### src/rtl/pipe_stage_chain_pkg.sv
// pipe_stage_chain_pkg: shared types, tap indexing and counter saturation helpers
package pipe_stage_chain_pkg;

    typedef enum logic [1:0] {
        ACT_HOLD,
        ACT_LOAD,
        ACT_KILL
    } stage_act_e;

    localparam int CNT_W_MAX = 64;

    function automatic int tap_lo(input int idx, input int width);
        return idx * width;
    endfunction

    // For w == CNT_W_MAX the shift wraps to zero and the subtraction still yields all ones.
    function automatic logic [CNT_W_MAX-1:0] cnt_max(input int w);
        return (64'd1 << w) - 64'd1;
    endfunction

endpackage

### src/rtl/pipe_stage_chain_if.sv
// pipe_stage_chain_if: input stream, per-stage controls, taps and counters of the chain
interface pipe_stage_chain_if #(
    parameter int WIDTH = 32,
    parameter int DEPTH = 4,
    parameter int CNT_W = 16
);
    logic [WIDTH-1:0]       in_data;
    logic                   in_valid;
    logic [DEPTH-1:0]       hold;
    logic [DEPTH-1:0]       flush;
    logic                   in_accept;
    logic [DEPTH*WIDTH-1:0] stage_data;
    logic [DEPTH-1:0]       stage_valid;
    logic [WIDTH-1:0]       out_data;
    logic                   out_valid;
    logic [CNT_W-1:0]       bubble_cnt;
    logic [CNT_W-1:0]       flush_cnt;

    modport master (
        output in_data, in_valid, hold, flush,
        input  in_accept, stage_data, stage_valid, out_data, out_valid, bubble_cnt, flush_cnt
    );

    modport slave (
        input  in_data, in_valid, hold, flush,
        output in_accept, stage_data, stage_valid, out_data, out_valid, bubble_cnt, flush_cnt
    );
endinterface

### src/rtl/pipe_stage_chain_reg.sv
// pipe_stage_reg: one payload register with valid bit; kill beats hold beats bubble beats load
module pipe_stage_reg
    import pipe_stage_chain_pkg::*;
#(
    parameter int WIDTH         = 32,
    parameter int CLEAR_ON_KILL = 1
) (
    input  logic             clk,
    input  logic             reset,
    input  logic             kill,
    input  logic             hold,
    input  logic             bubble,
    input  logic             load,
    input  logic [WIDTH-1:0] d_in,
    input  logic             v_in,
    output logic [WIDTH-1:0] data,
    output logic             valid
);
    stage_act_e       act;
    logic [WIDTH-1:0] data_d, data_q;
    logic             valid_d, valid_q;

    always_comb begin
        act     = kill ? ACT_KILL : hold ? ACT_HOLD : bubble ? ACT_KILL : load ? ACT_LOAD : ACT_HOLD;
        valid_d = act == ACT_LOAD ? v_in : act == ACT_HOLD ? valid_q : 1'b0;
        data_d  = act == ACT_LOAD ? d_in : (act == ACT_KILL && CLEAR_ON_KILL != 0) ? '0 : data_q;
    end

    always_ff @(posedge clk) begin
        if (reset) begin
            data_q  <= '0;
            valid_q <= 1'b0;
        end else begin
            data_q  <= data_d;
            valid_q <= valid_d;
        end
    end

    assign data  = data_q;
    assign valid = valid_q;
endmodule

### src/rtl/pipe_stage_chain.sv
// pipe_stage_chain: DEPTH-stage register chain with hold backpressure, bubbles, flushes and event counters
module pipe_stage_chain
    import pipe_stage_chain_pkg::*;
#(
    parameter int WIDTH         = 32,
    parameter int DEPTH         = 4,
    parameter int CLEAR_ON_KILL = 1,
    parameter int CNT_W         = 16
) (
    input logic                clk,
    input logic                reset,
    pipe_stage_chain_if.slave  bus
);
    localparam logic [CNT_W-1:0] CNT_SAT = CNT_W'(cnt_max(CNT_W));

    logic [DEPTH-1:0] eh;
    logic [DEPTH-1:0] bubble_ev;
    logic [WIDTH-1:0] data_a [DEPTH];
    logic             valid_a [DEPTH];
    logic [CNT_W-1:0] bubble_cnt_d, bubble_cnt_q;
    logic [CNT_W-1:0] flush_cnt_d, flush_cnt_q;

    for (genvar i = 0; i < DEPTH; i++) begin : g_stage
        logic [WIDTH-1:0] d_in;
        logic             v_in;
        logic             bub;
        // Suffix OR keeps each eh bit a pure function of hold.
        assign eh[i] = |bus.hold[DEPTH-1:i];
        if (i == 0) begin : g_head
            assign d_in = bus.in_data;
            assign v_in = bus.in_valid;
            assign bub  = 1'b0;
        end else begin : g_body
            assign d_in = data_a[i-1];
            assign v_in = valid_a[i-1];
            assign bub  = eh[i-1];
        end
        assign bubble_ev[i] = bub & ~eh[i] & ~bus.flush[i];
        pipe_stage_reg #(
            .WIDTH         (WIDTH),
            .CLEAR_ON_KILL (CLEAR_ON_KILL)
        ) u_reg (
            .clk    (clk),
            .reset  (reset),
            .kill   (bus.flush[i]),
            .hold   (eh[i]),
            .bubble (bub),
            .load   (~eh[i]),
            .d_in   (d_in),
            .v_in   (v_in),
            .data   (data_a[i]),
            .valid  (valid_a[i])
        );
        assign bus.stage_data[tap_lo(i, WIDTH) +: WIDTH] = data_a[i];
        assign bus.stage_valid[i]                         = valid_a[i];
    end

    always_comb begin
        bubble_cnt_d = (|bubble_ev && bubble_cnt_q != CNT_SAT) ? bubble_cnt_q + 1'b1 : bubble_cnt_q;
        flush_cnt_d  = (|bus.flush && flush_cnt_q != CNT_SAT) ? flush_cnt_q + 1'b1 : flush_cnt_q;
    end

    always_ff @(posedge clk) begin
        if (reset) begin
            bubble_cnt_q <= '0;
            flush_cnt_q  <= '0;
        end else begin
            bubble_cnt_q <= bubble_cnt_d;
            flush_cnt_q  <= flush_cnt_d;
        end
    end

    assign bus.in_accept  = ~eh[0];
    assign bus.out_data   = data_a[DEPTH-1];
    assign bus.out_valid  = valid_a[DEPTH-1];
    assign bus.bubble_cnt = bubble_cnt_q;
    assign bus.flush_cnt  = flush_cnt_q;
endmodule

### src/flat_wrapper.sv
// flat-port wrapper written by rule: the top's interface ports become plain ports
module pipe_stage_chain_flat import pipe_stage_chain_pkg::*;
#(
    parameter int WIDTH         = 32,
    parameter int DEPTH         = 4,
    parameter int CLEAR_ON_KILL = 1,
    parameter int CNT_W         = 16
)
  (clk, reset, bus_in_data, bus_in_valid, bus_hold, bus_flush, bus_in_accept, bus_stage_data, bus_stage_valid, bus_out_data, bus_out_valid, bus_bubble_cnt, bus_flush_cnt);
  pipe_stage_chain_if #(.WIDTH(WIDTH), .DEPTH(DEPTH), .CNT_W(CNT_W)) bus_i ();
  input logic clk;
  input logic reset;
  input wire logic [$bits(bus_i.in_data)-1:0] bus_in_data;
  input wire logic [$bits(bus_i.in_valid)-1:0] bus_in_valid;
  input wire logic [$bits(bus_i.hold)-1:0] bus_hold;
  input wire logic [$bits(bus_i.flush)-1:0] bus_flush;
  output wire logic [$bits(bus_i.in_accept)-1:0] bus_in_accept;
  output wire logic [$bits(bus_i.stage_data)-1:0] bus_stage_data;
  output wire logic [$bits(bus_i.stage_valid)-1:0] bus_stage_valid;
  output wire logic [$bits(bus_i.out_data)-1:0] bus_out_data;
  output wire logic [$bits(bus_i.out_valid)-1:0] bus_out_valid;
  output wire logic [$bits(bus_i.bubble_cnt)-1:0] bus_bubble_cnt;
  output wire logic [$bits(bus_i.flush_cnt)-1:0] bus_flush_cnt;
  assign bus_i.in_data = bus_in_data;
  assign bus_i.in_valid = bus_in_valid;
  assign bus_i.hold = bus_hold;
  assign bus_i.flush = bus_flush;
  assign bus_in_accept = bus_i.in_accept;
  assign bus_stage_data = bus_i.stage_data;
  assign bus_stage_valid = bus_i.stage_valid;
  assign bus_out_data = bus_i.out_data;
  assign bus_out_valid = bus_i.out_valid;
  assign bus_bubble_cnt = bus_i.bubble_cnt;
  assign bus_flush_cnt = bus_i.flush_cnt;
  pipe_stage_chain #(.WIDTH(WIDTH), .DEPTH(DEPTH), .CLEAR_ON_KILL(CLEAR_ON_KILL), .CNT_W(CNT_W)) u_core (.clk(clk), .reset(reset), .bus(bus_i));
endmodule
### config.mk
export PLATFORM = sky130hd
export DESIGN_NAME = pipe_stage_chain_flat
export DESIGN_NICKNAME = d
export VERILOG_FILES = /design/src/rtl/pipe_stage_chain_pkg.sv /design/src/rtl/pipe_stage_chain_if.sv /design/src/rtl/pipe_stage_chain_reg.sv /design/src/rtl/pipe_stage_chain.sv /design/src/flat_wrapper.sv
export SDC_FILE = /design/constraint.sdc
export NUM_CORES = 1
export LEC_CHECK = 0
export CORE_UTILIZATION = 45
export CTS_CLUSTER_DIAMETER = 100
export CTS_CLUSTER_SIZE = 8
export DETAILED_ROUTE_END_ITERATION = 16
export DONT_BUFFER_PORTS = 1
export PLACE_DENSITY = 0.67
export SLEW_MARGIN = 25
export SYNTH_ARGS = -nofsm -noshare
export SYNTH_HDL_FRONTEND = slang
export SYNTH_HIERARCHICAL = 1
export SYNTH_SLANG_ARGS = --single-unit
### constraint.sdc
create_clock -name clk -period 2.25 [get_ports clk]
set_input_delay 0.3375 -clock clk [delete_from_list [all_inputs] [get_ports clk]]
set_output_delay 0.3375 -clock clk [all_outputs]
set_load 0.01 [all_outputs]
==> reports/metrics.cfg, run 1 <==
[floorplan]
num_io_pins = 241
die_width_um = 131.8
num_rows = 47
coreArea_um2 = 16520
start_util_pct = 45.85
die_area_um2 = 17360
die_y_um = 131.8

[clocking]
clockRootBuffer = clkbuf_16
cts_tree = yes
clock_latency_ns = 0.42
h-tree-depth = 4
clkSinkCount = 164
clk_pin_slew_ns = 0.07
cts_buffers = 17
clockBufferDepth = 2

[logic_synthesis]
netlist_area_um2 = 7577
ys_types = 48
synthSimpleGateAreaFrac_pct = 28.70
synth_xor_area_share_pct = 0
netlist.area_leader.share_pct = 43.33
synth_compound_gate_area_share_pct = 13.03
ys_ff_latch = 164
seq_area_frac_synth_pct = 43.33
synthTopCellsByArea = dfxtp_1, nand3b_1, a21oi_1, nand2_1, buf_4
synthAdderAreaFrac_pct = 1.651
synth_area_per_cell_um2 = 8.740
yosys_warnings = 6
syn_inst = 867
muxShareOfSynthArea_pct = 2.064
synth_top_area_cell = dfxtp_1
synth_top_family_by_area = simple AND/OR/NAND/NOR gates

[pwr]
power_density_nw_per_um2 = 729.9
vdd_drop_max_mv = 0.4793
finalPower_uw = 6201
cellLeakagePower_uw = 0.002863

[worst_setup_path]
path_max_fanout = 64
crit_slowest_cell = dlygate4sd3_1
crit_family = buffers and inverters
cp.required_ns = 2.61
crit_arrival_ns = 2.53
reg2regPathDepth = 5
cpMostUsedCell = a21oi_1
critical_path_buf_inv_count = 3
end_kind = register
critPathLaunchType = input port
path_cells = nor2_1 -> inv_1 -> a21oi_1 -> ha_2 -> buf_12 -> nand3b_1 -> a21oi_1 -> dlygate4sd3_1
crit_cells = 8
crit_type = in2reg
critPathMaxStageDelay_ns = 0.58

[placed_design]
dp_cells = 1004
port_buffers = 0
dp_hpwl_um = 11890
placed_area_um2 = 7361
gp_congestion = 0.7501

[drt]
drt-total-wl_um = 18690
dr.pass1.iters = 5
drc = 0
wl_per_cell_um = 17.29
via_per_inst = 5.472
vias = 5915
drtAntennaViolNets = 0
drt_iter0_markers = 321

[sta]
fin_crit_sh_pct = 96.46
worst-slew-pin-transition_ns = 0.6750
fmax_ghz = 0.4608
finClkSkew_ns = 0.007987
hold_violations = 0
period_needed_ns = 2.170
final-max-slew-violation-count = 0
rsz0062_at_grt = true
slew_headroom_pct = 54.59
setup_viol = 0

[final_layout]
multi_input_area_um2 = 3512
final_cell_area_um2 = 8496
antennaDiodeCount = 0
seqCellArea_um2 = 3292
fillers = 1558
layout_common_cells = dfxtp_1, a21oi_1, nand2_1
final_common_cell = dfxtp_1
layout.nets = 901
area_delta_synth_final_pct = 12.12
layoutNonFillerInstCount = 1081
drive_above_1_share_pct = 10.69

[global_routing]
grt_max_degree = 101
grt_antenna_before_repair = 0
grt_pass1_wl_um = 29900
grt_pass1_vias = 5482
grt-ovfl-total = 0
grt_usage_pct = 21.52

[status]
status = finished clean

[job]
maxCapViolations = 0

[hold_path]
worstHoldPathType = in2reg
whs_path_depth = 1

## state kept, by name, indices dropped and copies added (netlist names)
signal / count
u_core/bus.flush_cnt: 16
u_core/g_stage.u_reg/valid: 4
u_core/g_stage.u_reg/data: 128
u_core/bus.bubble_cnt: 16
## path summary, 6_finish.rpt
check | end | slack [ns] | from
worst max-delay path | u_core/g_stage[3].u_reg/data[8] | 0.08 | bus_hold[3]
worst min-delay path | u_core/bus.bubble_cnt[11] | 0.09 | reset
worst max register to register | u_core/bus.flush_cnt[15] | 0.16 | u_core/bus.flush_cnt[7]
worst min register to register | u_core/g_stage[2].u_reg/data[27] | 0.53 | u_core/g_stage[2].u_reg/data[27]
## metrics by stage
| stage | utilization, % | TNS, ns | hold slack (ns) | worst slack (ns) |
|---|---|---|---|---|
| detailed placement | 44.54 | 0 | 0.4180 | 0.1360 |
| finish | 51.41 | 0 | 0.08502 | 0.07966 |
| global route | 51.41 | -0.06282 | 0.06954 | -0.03128 |
| global placement | 44.54 | 0 | 0.4188 | 0.1906 |
| CTS | 51.02 | 0 | 0.05862 | 0.04826 |
| floorplan | - | 0 | 0.4453 | 0.3234 |
## worst register-to-register path: cells and delay by family (launching register included)
family / cells / cell delay [ns]
buffers and inverters: 1 / 0.57
and+or+nand+nor: 2 / 0.55
AOI/OAI and AO/OA: 2 / 0.48
DFF: 1 / 0.45
## where the power goes
part | internal, uW | switching [uW]
logic | 116 | 161
registers | 2910 | 9.12
clock network | 1790 | 1210
## cells in the mapped netlist, drive strengths merged
cell type / instances
or4: 11
clkbuf: 11
a21oi: 156
nor2: 18
mux2: 13
a311oi: 1
buf: 97
nand2b: 3
or3: 2
nor2b: 13
o21ai: 2
o31ai: 7
o31a: 4
nor3: 8
ha: 10
dfxtp: 164
nand3: 10
nand4: 13
and4: 1
and2b: 1
or2: 1
a41oi: 1
and3: 3
nor4: 7
o21ba: 1
a221oi: 1
a211o: 1
inv: 18
a41o: 1
a211oi: 5
o41ai: 1
nor3b: 1
mux2i: 1
nand3b: 133
conb: 1
nor4b: 6
nand2: 140
## area by class of cell
class                           instances  area share (%)
Inverter                               18          0.7953
Sequential cell                       164           38.75
Multi-Input combinational cell        578           41.34
Timing Repair Buffer                   69           8.675
Clock buffer                           18           5.169
Tap cell                              220           3.240
Clock inverter                         14           2.032
## layer usage
layer  share of wire [%]  vias to the layer above  global-route usage [%]  wire length, um
met3                 8.4                       30                   8.189             1574
met1                  45                     2725                   28.64             8480
li1                    -                     2947                       -                -
met5                   0                        -                       0                0
met4                 2.8                        0                   9.044              527
met2                  43                      213                   31.01             8109
## kinds of logic after synthesis
group / count (synthesis)
AO/OA/AOI/OAI: 181
adder cells (fa/ha/maj): 10
buffers and inverters: 126
flip-flops: 164
multiplexers: 14
other: 1
AND/OR/NAND/NOR: 371
## repair_timing
| item | in CTS | in global routing |
|---|---|---|
| gates resized for setup | 0 | 16 |
| buffers inserted | 0 | 1 |
| hold endpoints to repair | 142 | 0 |
| setup endpoints to repair | 0 | 34 |
| hold buffers | 44 | 0 |
Note: power is estimated with default switching activity, not from simulation.
==> run 2: changes to the inputs <==
--- a/config.mk
+++ b/config.mk
@@ -10,9 +10,10 @@
 export CTS_CLUSTER_SIZE = 8
 export DETAILED_ROUTE_END_ITERATION = 16
 export DONT_BUFFER_PORTS = 1
+export GPL_ROUTABILITY_DRIVEN = 0
 export PLACE_DENSITY = 0.67
-export SLEW_MARGIN = 25
 export SYNTH_ARGS = -nofsm -noshare
 export SYNTH_HDL_FRONTEND = slang
 export SYNTH_HIERARCHICAL = 1
 export SYNTH_SLANG_ARGS = --single-unit
+export TNS_END_PERCENT = 1
==> reports/metrics.cfg, run 2 (synthesis gave the netlist of run 1 again) <==
[drt]
dr.pass1.iters = 5  ; unchanged
drt_iter0_markers = 318  ; was 321
drtAntennaViolNets = 0  ; unchanged
via_per_inst = 5.474  ; was 5.472
drt-total-wl_um = 18740  ; was 18690 um
drc = 0  ; unchanged
wl_per_cell_um = 17.33  ; was 17.29 um
vias = 5917  ; was 5915

[worst_setup_path]
worstSetupEndpoint = u_core/g_stage[3].u_reg/data[8]  ; unchanged
regToRegEndpoint = u_core/bus.flush_cnt[15]  ; unchanged
critPathLaunchType = input port  ; unchanged
regToRegSetupSlack_ns = 0.15  ; was 0.16 ns
cp.required_ns = 2.61  ; about the same
reg2regPathDepth = 5  ; unchanged
crit_type = in2reg  ; unchanged
path_max_fanout = 64  ; unchanged
timing.rr.start = u_core/bus.flush_cnt[7]  ; unchanged
end_kind = register  ; unchanged
cp-startpoint = bus_hold[3]  ; unchanged
crit_arrival_ns = 2.52  ; was 2.53 ns

[pwr]
switchingPower_uw = 1388  ; was 1384 uW
p_clk_share_pct = 48.5  ; about the same
p_seq_share_pct = 47.1  ; about the same
vdd_drop_max_mv = 0.4783  ; was 0.4793 mV
cellLeakagePower_uw = 0.002858  ; was 0.002863 uW
switching_share_pct = 22.37  ; was 22.32%
power_density_nw_per_um2 = 731.0  ; was 729.9 nW/um^2
internal_power_uw = 4816  ; was 4817 uW
power_frac_comb_pct = 4.5  ; about the same

[clocking]
cts_tree = yes  ; unchanged
clockRootBuffer = clkbuf_16  ; unchanged
clk_pin_slew_ns = 0.07  ; about the same
clkSinkCount = 164  ; unchanged
h-tree-depth = 4  ; unchanged
clock_latency_ns = 0.42  ; about the same
clockBufferDepth = 2  ; unchanged
cts_buffers = 17  ; unchanged

[placed_design]
placed_area_um2 = 7361  ; unchanged
dp_cells = 1004  ; unchanged
place_worst_setup_slack_ns = 0.1360  ; unchanged
dp_hpwl_um = 11890  ; unchanged
port_buffers = 0  ; unchanged

[final_layout]
fillers = 1558  ; unchanged
drive_above_1_share_pct = 10.69  ; unchanged
layout.nets = 901  ; unchanged
largest_reg_flops = 128  ; unchanged
layout_common_cells = dfxtp_1, a21oi_1, nand2_1  ; unchanged
final_common_cell = dfxtp_1  ; unchanged
antennaDiodeCount = 0  ; unchanged
area_delta_synth_final_pct = 12.00  ; was 12.12%
layoutNonFillerInstCount = 1081  ; unchanged
final_cell_area_um2 = 8487  ; was 8496 um^2

[global_routing]
grt_antenna_before_repair = 0  ; unchanged
grt_pass1_vias = 5482  ; unchanged
grt-ovfl-total = 0  ; unchanged
grt_usage_pct = 21.52  ; unchanged
grt_max_degree = 101  ; unchanged
grt_pass1_wl_um = 29900  ; unchanged

[sta]
setup_viol = 0  ; unchanged
final-max-slew-violation-count = 0  ; unchanged
rsz0062_at_grt = true  ; unchanged
fin_ws_ns = 0.08345  ; was 0.07966 ns
slew_headroom_pct = 53.09  ; was 54.59%
finClkSkew_ns = 0.009254  ; was 0.007987 ns
period_needed_ns = 2.167  ; was 2.170 ns
tns_ns = 0  ; unchanged
fmax_ghz = 0.4616  ; was 0.4608 GHz
worst-slew-pin-transition_ns = 0.6973  ; was 0.6750 ns
hold_violations = 0  ; unchanged
fin_crit_sh_pct = 96.29  ; was 96.46%

[floorplan]
num_io_pins = 241  ; unchanged
num_rows = 47  ; unchanged
die_area_um2 = 17360  ; unchanged
die_y_um = 131.8  ; unchanged
coreArea_um2 = 16520  ; unchanged
start_util_pct = 45.85  ; unchanged
die_width_um = 131.8  ; unchanged

[job]
maxCapViolations = 0  ; unchanged

[status]
status = finished clean  ; unchanged

[hold_path]
whs_path_depth = 1  ; unchanged
worstHoldPathType = in2reg  ; unchanged

==> run 2: changes by cell type in the layout (fill, tap and decap cells not counted) <==
cell,change
nor4b_4,-1
nor4b_2,+1
==> run 2: timing repair <==
| action | in CTS | in global routing |
|---|---|---|
| gates resized for setup | 0 | 15 |
| hold buffers | 44 | 0 |
| setup buffers | 0 | 1 |
| endpoints found under the setup margin | 0 | 34 |
| endpoints found under the hold margin | 142 | 0 |
==> run 2: area by class of cell <==
type                       instances  area [um^2]  share of cell area (%)
clock inverter                    14        172.7                   2.035
inverter                          18        67.56                  0.7961
timing repair buffer              69        737.0                   8.683
multi-input combinational        578         3503                   41.28
tap                              220        275.3                   3.243
sequential                       164         3292                   38.79
clock buffer                      18        439.2                   5.175
==> run 2: how the worst min path moves through the flow <==
stage	from	to
final	reset	u_core/bus.bubble_cnt[11]
after global routing	bus_in_data[9]	u_core/g_stage[0].u_reg/data[9]
after CTS	reset	u_core/bus.bubble_cnt[15]
after detailed placement	reset	u_core/bus.bubble_cnt[12]
after global placement	reset	u_core/bus.flush_cnt[14]
after floorplan	u_core/g_stage[0].u_reg/valid	u_core/g_stage[0].u_reg/valid
==> run 2: per-layer routing <==
metal  GRT usage (%)  part of all wire (%)  wire length (um)
met1           28.64                    46              8581
met2           31.01                    43              8117
met3           8.189                   8.0              1493
met4           9.044                   2.9               544
met5               0                     0                 0
==> run 2: power groups by stage <==
| stage | Sequential, uW | Clock, uW | Combinational (uW) |
|---|---|---|---|
| finish | 2920 | 3010 | 277 |
| global route | 2920 | 3220 | 300 |
| CTS | 2920 | 3090 | 271 |
| detailed placement | 2980 | 0 | 229 |
| global placement | 2980 | 0 | 227 |
| floorplan | 2990 | 0 | 258 |
==> run 2: metrics by stage <==
step / hold slack [ns] / util (%) / power [uW]
floorplan: 0.4453 / - / 3247
global placement: 0.4188 / 44.54 / 3211
detailed placement: 0.4180 / 44.54 / 3214
CTS: 0.05862 / 51.02 / 6282
global route: 0.06954 / 51.36 / 6436
finish: 0.08522 / 51.36 / 6204
==> run 2: critical path, cell delays in order <==
cell	delay, ns
nor2_1	0.14
inv_1	0.14
a21oi_1	0.38
ha_2	0.39
buf_12	0.18
nand3b_1	0.18
a21oi_1	0.16
dlygate4sd3_1	0.58
